<file path="src/rtl/cpu_defs.sv">
// Shared CPU pipeline definitions: instruction/register types, decoded
// operation enumeration, decoded-entry record and small helpers used by the
// decode stage and its queue.
package cpu_defs;

    typedef logic [31:0] Inst_t;
    typedef logic [4:0]  RegAddr_t;

    // Branch operations are kept contiguous (OP_BEQ..OP_BGEZAL) so that
    // is_branch() reduces to a range compare.
    typedef enum logic [4:0] {
        OP_INVALID = 5'd0,
        OP_ANDI    = 5'd1,
        OP_ORI     = 5'd2,
        OP_XORI    = 5'd3,
        OP_LUI     = 5'd4,
        OP_ADDIU   = 5'd5,
        OP_SLTI    = 5'd6,
        OP_SLTIU   = 5'd7,
        OP_BEQ     = 5'd8,
        OP_BNE     = 5'd9,
        OP_BLEZ    = 5'd10,
        OP_BGTZ    = 5'd11,
        OP_BLTZ    = 5'd12,
        OP_BGEZ    = 5'd13,
        OP_BLTZAL  = 5'd14,
        OP_BGEZAL  = 5'd15,
        OP_TEQI    = 5'd16,
        OP_LW      = 5'd17,
        OP_LB      = 5'd18,
        OP_LBU     = 5'd19,
        OP_SW      = 5'd20,
        OP_SB      = 5'd21
    } Oper_t;

    // Primary opcode field values (inst[31:26]).
    localparam logic [5:0] OPC_REGIMM = 6'h01;
    localparam logic [5:0] OPC_BEQ    = 6'h04;
    localparam logic [5:0] OPC_BNE    = 6'h05;
    localparam logic [5:0] OPC_BLEZ   = 6'h06;
    localparam logic [5:0] OPC_BGTZ   = 6'h07;
    localparam logic [5:0] OPC_ADDIU  = 6'h09;
    localparam logic [5:0] OPC_SLTI   = 6'h0A;
    localparam logic [5:0] OPC_SLTIU  = 6'h0B;
    localparam logic [5:0] OPC_ANDI   = 6'h0C;
    localparam logic [5:0] OPC_ORI    = 6'h0D;
    localparam logic [5:0] OPC_XORI   = 6'h0E;
    localparam logic [5:0] OPC_LUI    = 6'h0F;
    localparam logic [5:0] OPC_LB     = 6'h20;
    localparam logic [5:0] OPC_LW     = 6'h23;
    localparam logic [5:0] OPC_LBU    = 6'h24;
    localparam logic [5:0] OPC_SB     = 6'h28;
    localparam logic [5:0] OPC_SW     = 6'h2B;

    // REGIMM sub-opcodes carried in the rt field.
    localparam logic [4:0] RT_BLTZ    = 5'h00;
    localparam logic [4:0] RT_BGEZ    = 5'h01;
    localparam logic [4:0] RT_TEQI    = 5'h0C;
    localparam logic [4:0] RT_BLTZAL  = 5'h10;
    localparam logic [4:0] RT_BGEZAL  = 5'h11;

    // Link register written by the and-link branches.
    localparam RegAddr_t LINK_REG = 5'd31;

    typedef struct packed {
        Oper_t       op;
        RegAddr_t    raddr1;
        RegAddr_t    raddr2;
        RegAddr_t    waddr;
        logic        we;
        logic [31:0] imm;
        logic [31:0] pc;
    } DecodedInst_t;

    // True for every op that owns a delay slot.
    function automatic logic is_branch(input Oper_t op);
        return (op >= OP_BEQ) && (op <= OP_BGEZAL);
    endfunction

endpackage

</file>
<file path="src/rtl/id_decode_queue_if.sv">
// Fetch-side and issue-side bundle of the decode queue. The fetch unit and
// issue consumer sit on the master side; the queue is the slave.
interface id_decode_queue_if
    import cpu_defs::*;
#(
    parameter int FETCH_WIDTH = 2,
    parameter int ISSUE_WIDTH = 2
) ();

    localparam int CW = $clog2(FETCH_WIDTH + 1);
    localparam int IW = $clog2(ISSUE_WIDTH + 1);

    logic                              flush;
    logic                              fetch_valid;
    logic                              fetch_ready;
    logic [CW-1:0]                     fetch_cnt;
    Inst_t    [FETCH_WIDTH-1:0]        fetch_inst;
    logic [31:0]                       fetch_pc;

    logic [IW-1:0]                     issue_count;
    logic                              issue_ready;
    Oper_t    [ISSUE_WIDTH-1:0]        issue_op;
    RegAddr_t [ISSUE_WIDTH-1:0]        issue_raddr1;
    RegAddr_t [ISSUE_WIDTH-1:0]        issue_raddr2;
    RegAddr_t [ISSUE_WIDTH-1:0]        issue_waddr;
    logic     [ISSUE_WIDTH-1:0]        issue_we;
    logic     [ISSUE_WIDTH-1:0][31:0]  issue_imm;
    logic     [ISSUE_WIDTH-1:0][31:0]  issue_pc;
    logic     [ISSUE_WIDTH-1:0]        issue_invalid;

    modport master (
        output flush, fetch_valid, fetch_cnt, fetch_inst, fetch_pc, issue_ready,
        input  fetch_ready, issue_count, issue_op, issue_raddr1, issue_raddr2,
               issue_waddr, issue_we, issue_imm, issue_pc, issue_invalid
    );

    modport slave (
        input  flush, fetch_valid, fetch_cnt, fetch_inst, fetch_pc, issue_ready,
        output fetch_ready, issue_count, issue_op, issue_raddr1, issue_raddr2,
               issue_waddr, issue_we, issue_imm, issue_pc, issue_invalid
    );

endinterface

</file>
<file path="src/rtl/id_decode_lane.sv">
// Combinational decoder for one I-type instruction: produces the operation,
// register addresses, write enable and extended immediate.
module id_decode_lane
    import cpu_defs::*;
(
    input  Inst_t        i_inst,
    input  logic [31:0]  i_pc,
    output DecodedInst_t o_dec
);

    logic [5:0]  w_opc;
    RegAddr_t    w_rs;
    RegAddr_t    w_rt;
    logic [15:0] w_k;
    logic [31:0] w_sext;
    logic [31:0] w_zext;
    logic [31:0] w_bimm;
    logic [31:0] w_lui;

    assign w_opc  = i_inst[31:26];
    assign w_rs   = i_inst[25:21];
    assign w_rt   = i_inst[20:16];
    assign w_k    = i_inst[15:0];
    assign w_sext = {{16{w_k[15]}}, w_k};
    assign w_zext = {16'h0000, w_k};
    assign w_bimm = {w_sext[29:0], 2'b00};
    assign w_lui  = {w_k, 16'h0000};

    // Opcode decode; unknown encodings stay OP_INVALID with no write.
    always_comb begin
        o_dec        = '0;
        o_dec.op     = OP_INVALID;
        o_dec.pc     = i_pc;
        o_dec.imm    = w_sext;
        o_dec.raddr1 = w_rs;
        case (w_opc)
            OPC_ANDI, OPC_ORI, OPC_XORI: begin
                o_dec.op    = (w_opc == OPC_ANDI) ? OP_ANDI :
                              (w_opc == OPC_ORI)  ? OP_ORI  : OP_XORI;
                o_dec.waddr = w_rt;
                o_dec.we    = 1'b1;
                o_dec.imm   = w_zext;
            end
            OPC_ADDIU, OPC_SLTI, OPC_SLTIU: begin
                o_dec.op    = (w_opc == OPC_ADDIU) ? OP_ADDIU :
                              (w_opc == OPC_SLTI)  ? OP_SLTI  : OP_SLTIU;
                o_dec.waddr = w_rt;
                o_dec.we    = 1'b1;
            end
            OPC_LUI: begin
                // LUI has no source operand; read r0 so no hazard is seen.
                o_dec.op     = OP_LUI;
                o_dec.raddr1 = '0;
                o_dec.waddr  = w_rt;
                o_dec.we     = 1'b1;
                o_dec.imm    = w_lui;
            end
            OPC_LW, OPC_LB, OPC_LBU: begin
                o_dec.op     = (w_opc == OPC_LW) ? OP_LW :
                               (w_opc == OPC_LB) ? OP_LB : OP_LBU;
                o_dec.raddr2 = w_rt;
                o_dec.waddr  = w_rt;
                o_dec.we     = 1'b1;
            end
            OPC_SW, OPC_SB: begin
                o_dec.op     = (w_opc == OPC_SW) ? OP_SW : OP_SB;
                o_dec.raddr2 = w_rt;
            end
            OPC_BEQ, OPC_BNE: begin
                o_dec.op     = (w_opc == OPC_BEQ) ? OP_BEQ : OP_BNE;
                o_dec.raddr2 = w_rt;
                o_dec.imm    = w_bimm;
            end
            OPC_BLEZ, OPC_BGTZ: begin
                o_dec.op  = (w_opc == OPC_BLEZ) ? OP_BLEZ : OP_BGTZ;
                o_dec.imm = w_bimm;
            end
            OPC_REGIMM: begin
                case (w_rt)
                    RT_BLTZ: begin
                        o_dec.op  = OP_BLTZ;
                        o_dec.imm = w_bimm;
                    end
                    RT_BGEZ: begin
                        o_dec.op  = OP_BGEZ;
                        o_dec.imm = w_bimm;
                    end
                    RT_BLTZAL, RT_BGEZAL: begin
                        o_dec.op    = (w_rt == RT_BLTZAL) ? OP_BLTZAL : OP_BGEZAL;
                        o_dec.waddr = LINK_REG;
                        o_dec.we    = 1'b1;
                        o_dec.imm   = w_bimm;
                    end
                    RT_TEQI: begin
                        o_dec.op = OP_TEQI;
                    end
                    default: begin
                        o_dec.op = OP_INVALID;
                    end
                endcase
            end
            default: begin
                o_dec.op = OP_INVALID;
            end
        endcase
    end

endmodule

</file>
<file path="src/rtl/id_decode_queue.sv">
// Multi-lane decode-and-buffer stage between fetch and issue. Instructions
// are decoded on entry, held in an in-order circular queue and presented to
// issue in groups that never split a branch from its delay slot.
module id_decode_queue
    import cpu_defs::*;
#(
    parameter int FETCH_WIDTH = 2,
    parameter int ISSUE_WIDTH = 2,
    parameter int DEPTH       = 8
) (
    input  logic              clk,
    input  logic              rst,
    id_decode_queue_if.slave  bus
);

    localparam int CW = $clog2(FETCH_WIDTH + 1);
    localparam int IW = $clog2(ISSUE_WIDTH + 1);
    localparam int PW = $clog2(DEPTH);
    localparam int NW = $clog2(DEPTH + 1);

    DecodedInst_t  r_mem [DEPTH];
    logic [PW-1:0] r_head;
    logic [PW-1:0] r_tail;
    logic [NW-1:0] r_count;

    DecodedInst_t  w_dec [FETCH_WIDTH];
    DecodedInst_t  w_rd  [ISSUE_WIDTH];
    logic          w_ready;
    logic          w_push;
    logic [CW-1:0] w_push_cnt;
    logic [IW-1:0] w_avail;
    logic          w_tail_branch;
    logic [IW-1:0] w_issue_cnt;
    logic [IW-1:0] w_pop_cnt;

    // One decoder per fetch lane; lane i sits at fetch_pc + 4*i.
    for (genvar gi = 0; gi < FETCH_WIDTH; gi++) begin : g_lane
        id_decode_lane u_lane (
            .i_inst (bus.fetch_inst[gi]),
            .i_pc   (bus.fetch_pc + 32'(4 * gi)),
            .o_dec  (w_dec[gi])
        );
    end

    // Head-relative read ports; the pointer sum wraps naturally at DEPTH.
    for (genvar gi = 0; gi < ISSUE_WIDTH; gi++) begin : g_rd
        assign w_rd[gi]              = r_mem[r_head + PW'(gi)];
        assign bus.issue_op[gi]      = w_rd[gi].op;
        assign bus.issue_raddr1[gi]  = w_rd[gi].raddr1;
        assign bus.issue_raddr2[gi]  = w_rd[gi].raddr2;
        assign bus.issue_waddr[gi]   = w_rd[gi].waddr;
        assign bus.issue_we[gi]      = w_rd[gi].we;
        assign bus.issue_imm[gi]     = w_rd[gi].imm;
        assign bus.issue_pc[gi]      = w_rd[gi].pc;
        assign bus.issue_invalid[gi] = (w_rd[gi].op == OP_INVALID);
    end

    // Space check uses only the registered count, so a beat is accepted
    // regardless of what issue pops in the same cycle.
    assign w_ready         = (r_count <= NW'(DEPTH - FETCH_WIDTH));
    assign bus.fetch_ready = w_ready;
    assign w_push          = bus.fetch_valid && w_ready && !bus.flush;
    assign w_push_cnt      = w_push ? bus.fetch_cnt : '0;

    // Issue group size: hold back a trailing branch until its slot is queued.
    always_comb begin
        w_avail       = (r_count >= NW'(ISSUE_WIDTH)) ? IW'(ISSUE_WIDTH) : IW'(r_count);
        w_tail_branch = 1'b0;
        for (int i = 0; i < ISSUE_WIDTH; i++) begin
            if ((w_avail == IW'(i + 1)) && is_branch(w_rd[i].op)) begin
                w_tail_branch = 1'b1;
            end
        end
        if (bus.flush) begin
            w_issue_cnt = '0;
        end else if (w_tail_branch) begin
            w_issue_cnt = w_avail - IW'(1);
        end else begin
            w_issue_cnt = w_avail;
        end
    end

    assign bus.issue_count = w_issue_cnt;
    assign w_pop_cnt       = bus.issue_ready ? w_issue_cnt : '0;

    // Queue pointers and occupancy; flush empties the queue on the next edge.
    always_ff @(posedge clk or posedge rst) begin
        if (rst) begin
            r_head  <= '0;
            r_tail  <= '0;
            r_count <= '0;
        end else if (bus.flush) begin
            r_head  <= '0;
            r_tail  <= '0;
            r_count <= '0;
        end else begin
            r_head  <= r_head + PW'(w_pop_cnt);
            r_tail  <= r_tail + PW'(w_push_cnt);
            r_count <= r_count + NW'(w_push_cnt) - NW'(w_pop_cnt);
        end
    end

    // Entry storage: write the valid lanes of an accepted beat at the tail.
    always_ff @(posedge clk) begin
        if (w_push) begin
            for (int i = 0; i < FETCH_WIDTH; i++) begin
                if (CW'(i) < bus.fetch_cnt) begin
                    r_mem[r_tail + PW'(i)] <= w_dec[i];
                end
            end
        end
    end

endmodule

</file>
<file path="src/flat_wrapper.sv">
// flat-port wrapper written by rule: the top's interface ports become plain ports
module id_decode_queue_flat import cpu_defs::*;
#(
    parameter int FETCH_WIDTH = 2,
    parameter int ISSUE_WIDTH = 2,
    parameter int DEPTH       = 8
)
  (clk, rst, bus_flush, bus_fetch_valid, bus_fetch_cnt, bus_fetch_inst, bus_fetch_pc, bus_issue_ready, bus_fetch_ready, bus_issue_count, bus_issue_op, bus_issue_raddr1, bus_issue_raddr2, bus_issue_waddr, bus_issue_we, bus_issue_imm, bus_issue_pc, bus_issue_invalid);
  id_decode_queue_if #(.FETCH_WIDTH(FETCH_WIDTH), .ISSUE_WIDTH(ISSUE_WIDTH)) bus_i ();
  input  logic clk;
  input  logic rst;
  input wire logic [$bits(bus_i.flush)-1:0] bus_flush;
  input wire logic [$bits(bus_i.fetch_valid)-1:0] bus_fetch_valid;
  input wire logic [$bits(bus_i.fetch_cnt)-1:0] bus_fetch_cnt;
  input wire logic [$bits(bus_i.fetch_inst)-1:0] bus_fetch_inst;
  input wire logic [$bits(bus_i.fetch_pc)-1:0] bus_fetch_pc;
  input wire logic [$bits(bus_i.issue_ready)-1:0] bus_issue_ready;
  output wire logic [$bits(bus_i.fetch_ready)-1:0] bus_fetch_ready;
  output wire logic [$bits(bus_i.issue_count)-1:0] bus_issue_count;
  output wire logic [$bits(bus_i.issue_op)-1:0] bus_issue_op;
  output wire logic [$bits(bus_i.issue_raddr1)-1:0] bus_issue_raddr1;
  output wire logic [$bits(bus_i.issue_raddr2)-1:0] bus_issue_raddr2;
  output wire logic [$bits(bus_i.issue_waddr)-1:0] bus_issue_waddr;
  output wire logic [$bits(bus_i.issue_we)-1:0] bus_issue_we;
  output wire logic [$bits(bus_i.issue_imm)-1:0] bus_issue_imm;
  output wire logic [$bits(bus_i.issue_pc)-1:0] bus_issue_pc;
  output wire logic [$bits(bus_i.issue_invalid)-1:0] bus_issue_invalid;
  assign bus_i.flush = bus_flush;
  assign bus_i.fetch_valid = bus_fetch_valid;
  assign bus_i.fetch_cnt = bus_fetch_cnt;
  assign bus_i.fetch_inst = bus_fetch_inst;
  assign bus_i.fetch_pc = bus_fetch_pc;
  assign bus_i.issue_ready = bus_issue_ready;
  assign bus_fetch_ready = bus_i.fetch_ready;
  assign bus_issue_count = bus_i.issue_count;
  assign bus_issue_op = bus_i.issue_op;
  assign bus_issue_raddr1 = bus_i.issue_raddr1;
  assign bus_issue_raddr2 = bus_i.issue_raddr2;
  assign bus_issue_waddr = bus_i.issue_waddr;
  assign bus_issue_we = bus_i.issue_we;
  assign bus_issue_imm = bus_i.issue_imm;
  assign bus_issue_pc = bus_i.issue_pc;
  assign bus_issue_invalid = bus_i.issue_invalid;
  id_decode_queue #(.FETCH_WIDTH(FETCH_WIDTH), .ISSUE_WIDTH(ISSUE_WIDTH), .DEPTH(DEPTH)) u_core (.clk(clk), .rst(rst), .bus(bus_i));
endmodule
</file>
<file path="config.mk">
export PLATFORM = sky130hd
export DESIGN_NAME = id_decode_queue_flat
export DESIGN_NICKNAME = d
export VERILOG_FILES = /design/src/rtl/cpu_defs.sv /design/src/rtl/id_decode_queue_if.sv /design/src/rtl/id_decode_lane.sv /design/src/rtl/id_decode_queue.sv /design/src/flat_wrapper.sv
export SDC_FILE = /design/constraint.sdc
export NUM_CORES = 2
export LEC_CHECK = 0
export ABC_AREA = 1
export CORE_ASPECT_RATIO = 0.6
export CORE_MARGIN = 2
export CORE_UTILIZATION = 40
export DETAILED_ROUTE_END_ITERATION = 12
export SYNTH_ARGS = -nofsm -noshare
export SYNTH_HDL_FRONTEND = slang
export SYNTH_HIERARCHICAL = 1
export SYNTH_SLANG_ARGS = --single-unit
</file>
<file path="constraint.sdc">
create_clock -name clk -period 11.1 [get_ports clk]
set_input_delay 2.22 -clock clk [delete_from_list [all_inputs] [get_ports clk]]
set_output_delay 2.22 -clock clk [all_outputs]
set_load 0.02 [all_outputs]
</file>
==> results_dict.tcl <==
set metrics [dict create \
    status "complete, no violations" \
    finalSetupViolCount 0 \
    maxSlewViolCount 0 \
    nets 5689 \
    switching_share_pct 40.3 \
    post-cts-setup-buffers 0 \
    dr.pass1.iters 7 \
    leakage_nw 18.7 \
    worst_pin_slew_ns 1.24 \
    hold_viol 0 \
    clockBufferDepth 3 \
    clock-sinks 690 \
    fin_crit_sh_pct 72.4 \
    endpoint_kind "primary output" \
    cts_tree "built" \
    drt_iter0_markers 5412 \
    grt_pass1_wl_um 238000 \
    cp_max_fo 107 \
    start_util_pct 40.5 \
    insertion_delay_ns 0.67 \
    dpl.hpwl_um 92500 \
    drive_gt1_share_pct 4.41 \
    crit_path_start "u_core/r_head[0]" \
    synth_cell_types 43 \
    ys_ff_latch 690 \
    pwr-share-clk_pct 25.6 \
    cts_buffers 72 \
    routed_wl_um 160000 \
    seq_power_share_pct 31.6 \
    row_count 94 \
    place_congestion 0.902 \
    holdPathEnd "u_core/r_count[0]" \
    netlist_area_um2 44700 \
    max_freq_mhz 124 \
    grt_antenna_before_repair 4 \
    max-cap-violations 0 \
    critPathKind "flop to primary output" \
    final.setup.tns_ns 0 \
    r2r_slack_ns 5.75 \
    hold_buffers 0 \
    p_comb_share_pct 42.8 \
    avgSynthCellArea_um2 7.80 \
    wl_per_cell_um 22.5 \
    startpoint_type "flop" \
    hp-class "flop to flop" \
    yosys_warnings 6 \
    dieArea_um2 114000 \
    r2r_cells 19 \
    syn_nets 5852 \
    grt_pass1_vias 36752 \
    internal_power_mw 5.76 \
    cts_root_buffer "clkbuf_16" \
    port_buffers 277 \
    fin_area_um2 49000 \
    power_density_nw_per_um2 197 \
    rsz0062_at_grt "false" \
    grt_max_degree 172 \
    postRouteAntennaNets 0 \
    vdd_ir_drop_max_mv 0.164 \
    switching_power_mw 3.89 \
    vias 40685 \
    core_um2 110000 \
    pin_count 278 \
    drc_errors 0 \
    reg2reg_to "u_core/r_count[3]" \
    netlist_instances 5732 \
    syn_to_final_growth_pct 9.76 \
    reg2reg_from "u_core/r_head[0]" \
    clk_pin_slew_ns 0.06 \
    fin_crit_ns 8.04 \
    gr-usage-all-layers_pct 27.1 \
    vias_per_cell 5.72 \
    hold_path_depth 3 \
    yosysSeqAreaShare_pct 46.3 \
    finClkSkew_ns 0.0160 \
    h-tree-depth 3 \
    die_x_um 435 \
    fp.dieH_um 263 \
    arrival_ns 5.82 \
    slew_headroom_pct 16.7 \
    globalRouteOverflowTotal 0 \
    worstPathRequired_ns 8.88 \
    place_area_um2 46700 \
    worstHoldStart "u_core/r_count[0]" \
    ctsResizeCount 0 \
    holdWs_ns 0.638 \
]
[power by group through the flow]
stage | clock network [mW] | logic [mW] | registers (mW)
final | 2.47 | 4.13 | 3.05
after global routing | 2.61 | 4.45 | 3.06
after CTS | 2.51 | 4.12 | 3.05
after detailed placement | 0 | 4.11 | 3.10
after global placement | 0 | 4.08 | 3.10
after floorplan | 0 | 2.47 | 3.08
[layout make-up]
type,count,area [um^2]
clock inverter,46,414
fill,10791,61200
inverter,501,1900
sequential,690,20700
multi-input combinational,3963,19000
antenna,2,5.00
clock buffer,85,1880
tap,1488,1860
timing repair buffer,341,3280
[cells in the mapped netlist (all sizes together)]
| cell | number | area share, % |
|---|---|---|
| o21ai | 1394 | 16 |
| nand2 | 1181 | 10 |
| edfxtp | 680 | 46 |
| inv | 497 | 4.2 |
| nor2 | 487 | 4.4 |
| a21oi | 424 | 4.8 |
| buf | 370 | 5.5 |
| clkbuf | 208 | 1.7 |
| a31oi | 162 | 2.3 |
| nand3 | 114 | 1.4 |
| o211ai | 84 | 1.4 |
| nand4 | 39 | 0.81 |
| xor2 | 17 | 0.33 |
| xnor2 | 16 | 0.36 |
| nor3 | 14 | 0.17 |
| ha | 13 | 0.36 |
| dfrtp | 10 | 0.56 |
| o31ai | 6 | 0.10 |
| clkinv | 4 | 0.039 |
| fa | 4 | 0.18 |
| o21a | 3 | 0.050 |
| and2 | 2 | 0.028 |
| nor4 | 2 | 0.028 |
| a21o | 1 | 0.017 |
[layer usage]
layer  up-vias  GRT usage [%]  wire [um]
li1      19230              -          -
met1     19053           39.7      70100
met2      2158           41.6      70500
met3       236           3.94      15600
met4         8           7.36       3560
met5         -              0         51
[cell families (layout without fill, tap and decap cells)]
kind of cell,Yosys count,count (layout),synth area share [%]
AND/OR/NAND/NOR,1839,1839,16.8
adder cells (fa/ha/maj),17,17,0.543
buffers and inverters,1079,973,11.5
XOR/XNOR,33,33,0.689
AO/OA/AOI/OAI,2074,2074,24.2
other,0,2,0
flip-flops,690,690,46.3
[state kept, by name, summed over array words and instances (netlist names)]
name	flops
u_core/r_tail	3
u_core/r_head	3
u_core/r_count	4
u_core/r_mem	680
[through the flow]
| step | total power, mW | setup WS, ns | utilization [%] | instances |
|---|---|---|---|---|
| 2_1_floorplan | 5.55 | 1.13 | - | 5732 |
| 3_3_place_gp | 7.18 | 3.89 | 42.4 | 6983 |
| 3_5_place_dp | 7.21 | 3.91 | 42.4 | 6983 |
| 4_1_cts | 9.68 | 3.19 | 44.5 | 7114 |
| 5_1_grt | 10.1 | 2.69 | 44.5 | 7114 |
| 6_report | 9.66 | 3.06 | 44.5 | 7116 |
[worst max path at each step]
stage | endpoint | depth (start not counted) | slack (ns)
after floorplan | u_core/r_mem[0][0] | 7 | 1.13
after global routing | bus_issue_imm[44] | 10 | 2.69
after detailed placement | bus_issue_imm[12] | 8 | 3.91
after global placement | bus_issue_imm[44] | 10 | 3.89
after CTS | bus_issue_imm[12] | 8 | 3.19
final | bus_issue_imm[12] | 8 | 3.06
[critical path, cell delays in order (launching register included)]
cell and delay [ns]:
dfrtp_4 0.86, buf_4 0.82, buf_4 0.89, buf_4 0.83
o21ai_0 0.18, o21ai_0 0.19, a21oi_1 0.06, a31oi_1 0.39
clkdlybuf4s50_1 0.69
[cell usage in the layout (no fill, tap or decap), types with 7 or more instances in the layout]
cell type	n
a21oi_1	423
a31oi_1	162
buf_4	62
clkbuf_1	11
clkbuf_16	73
clkdlybuf4s50_1	277
clkinv_1	18
clkinv_2	17
dfrtp_1	7
edfxtp_1	680
ha_1	12
inv_1	481
inv_2	13
nand2_1	1171
nand3_1	109
nand4_1	31
nand4_4	8
nor2_1	464
nor2_2	16
nor3_1	13
o211ai_1	84
o21ai_0	761
o21ai_1	631
xnor2_1	14
xor2_1	17
No activity file was read; power rests on OpenSTA's default activity.
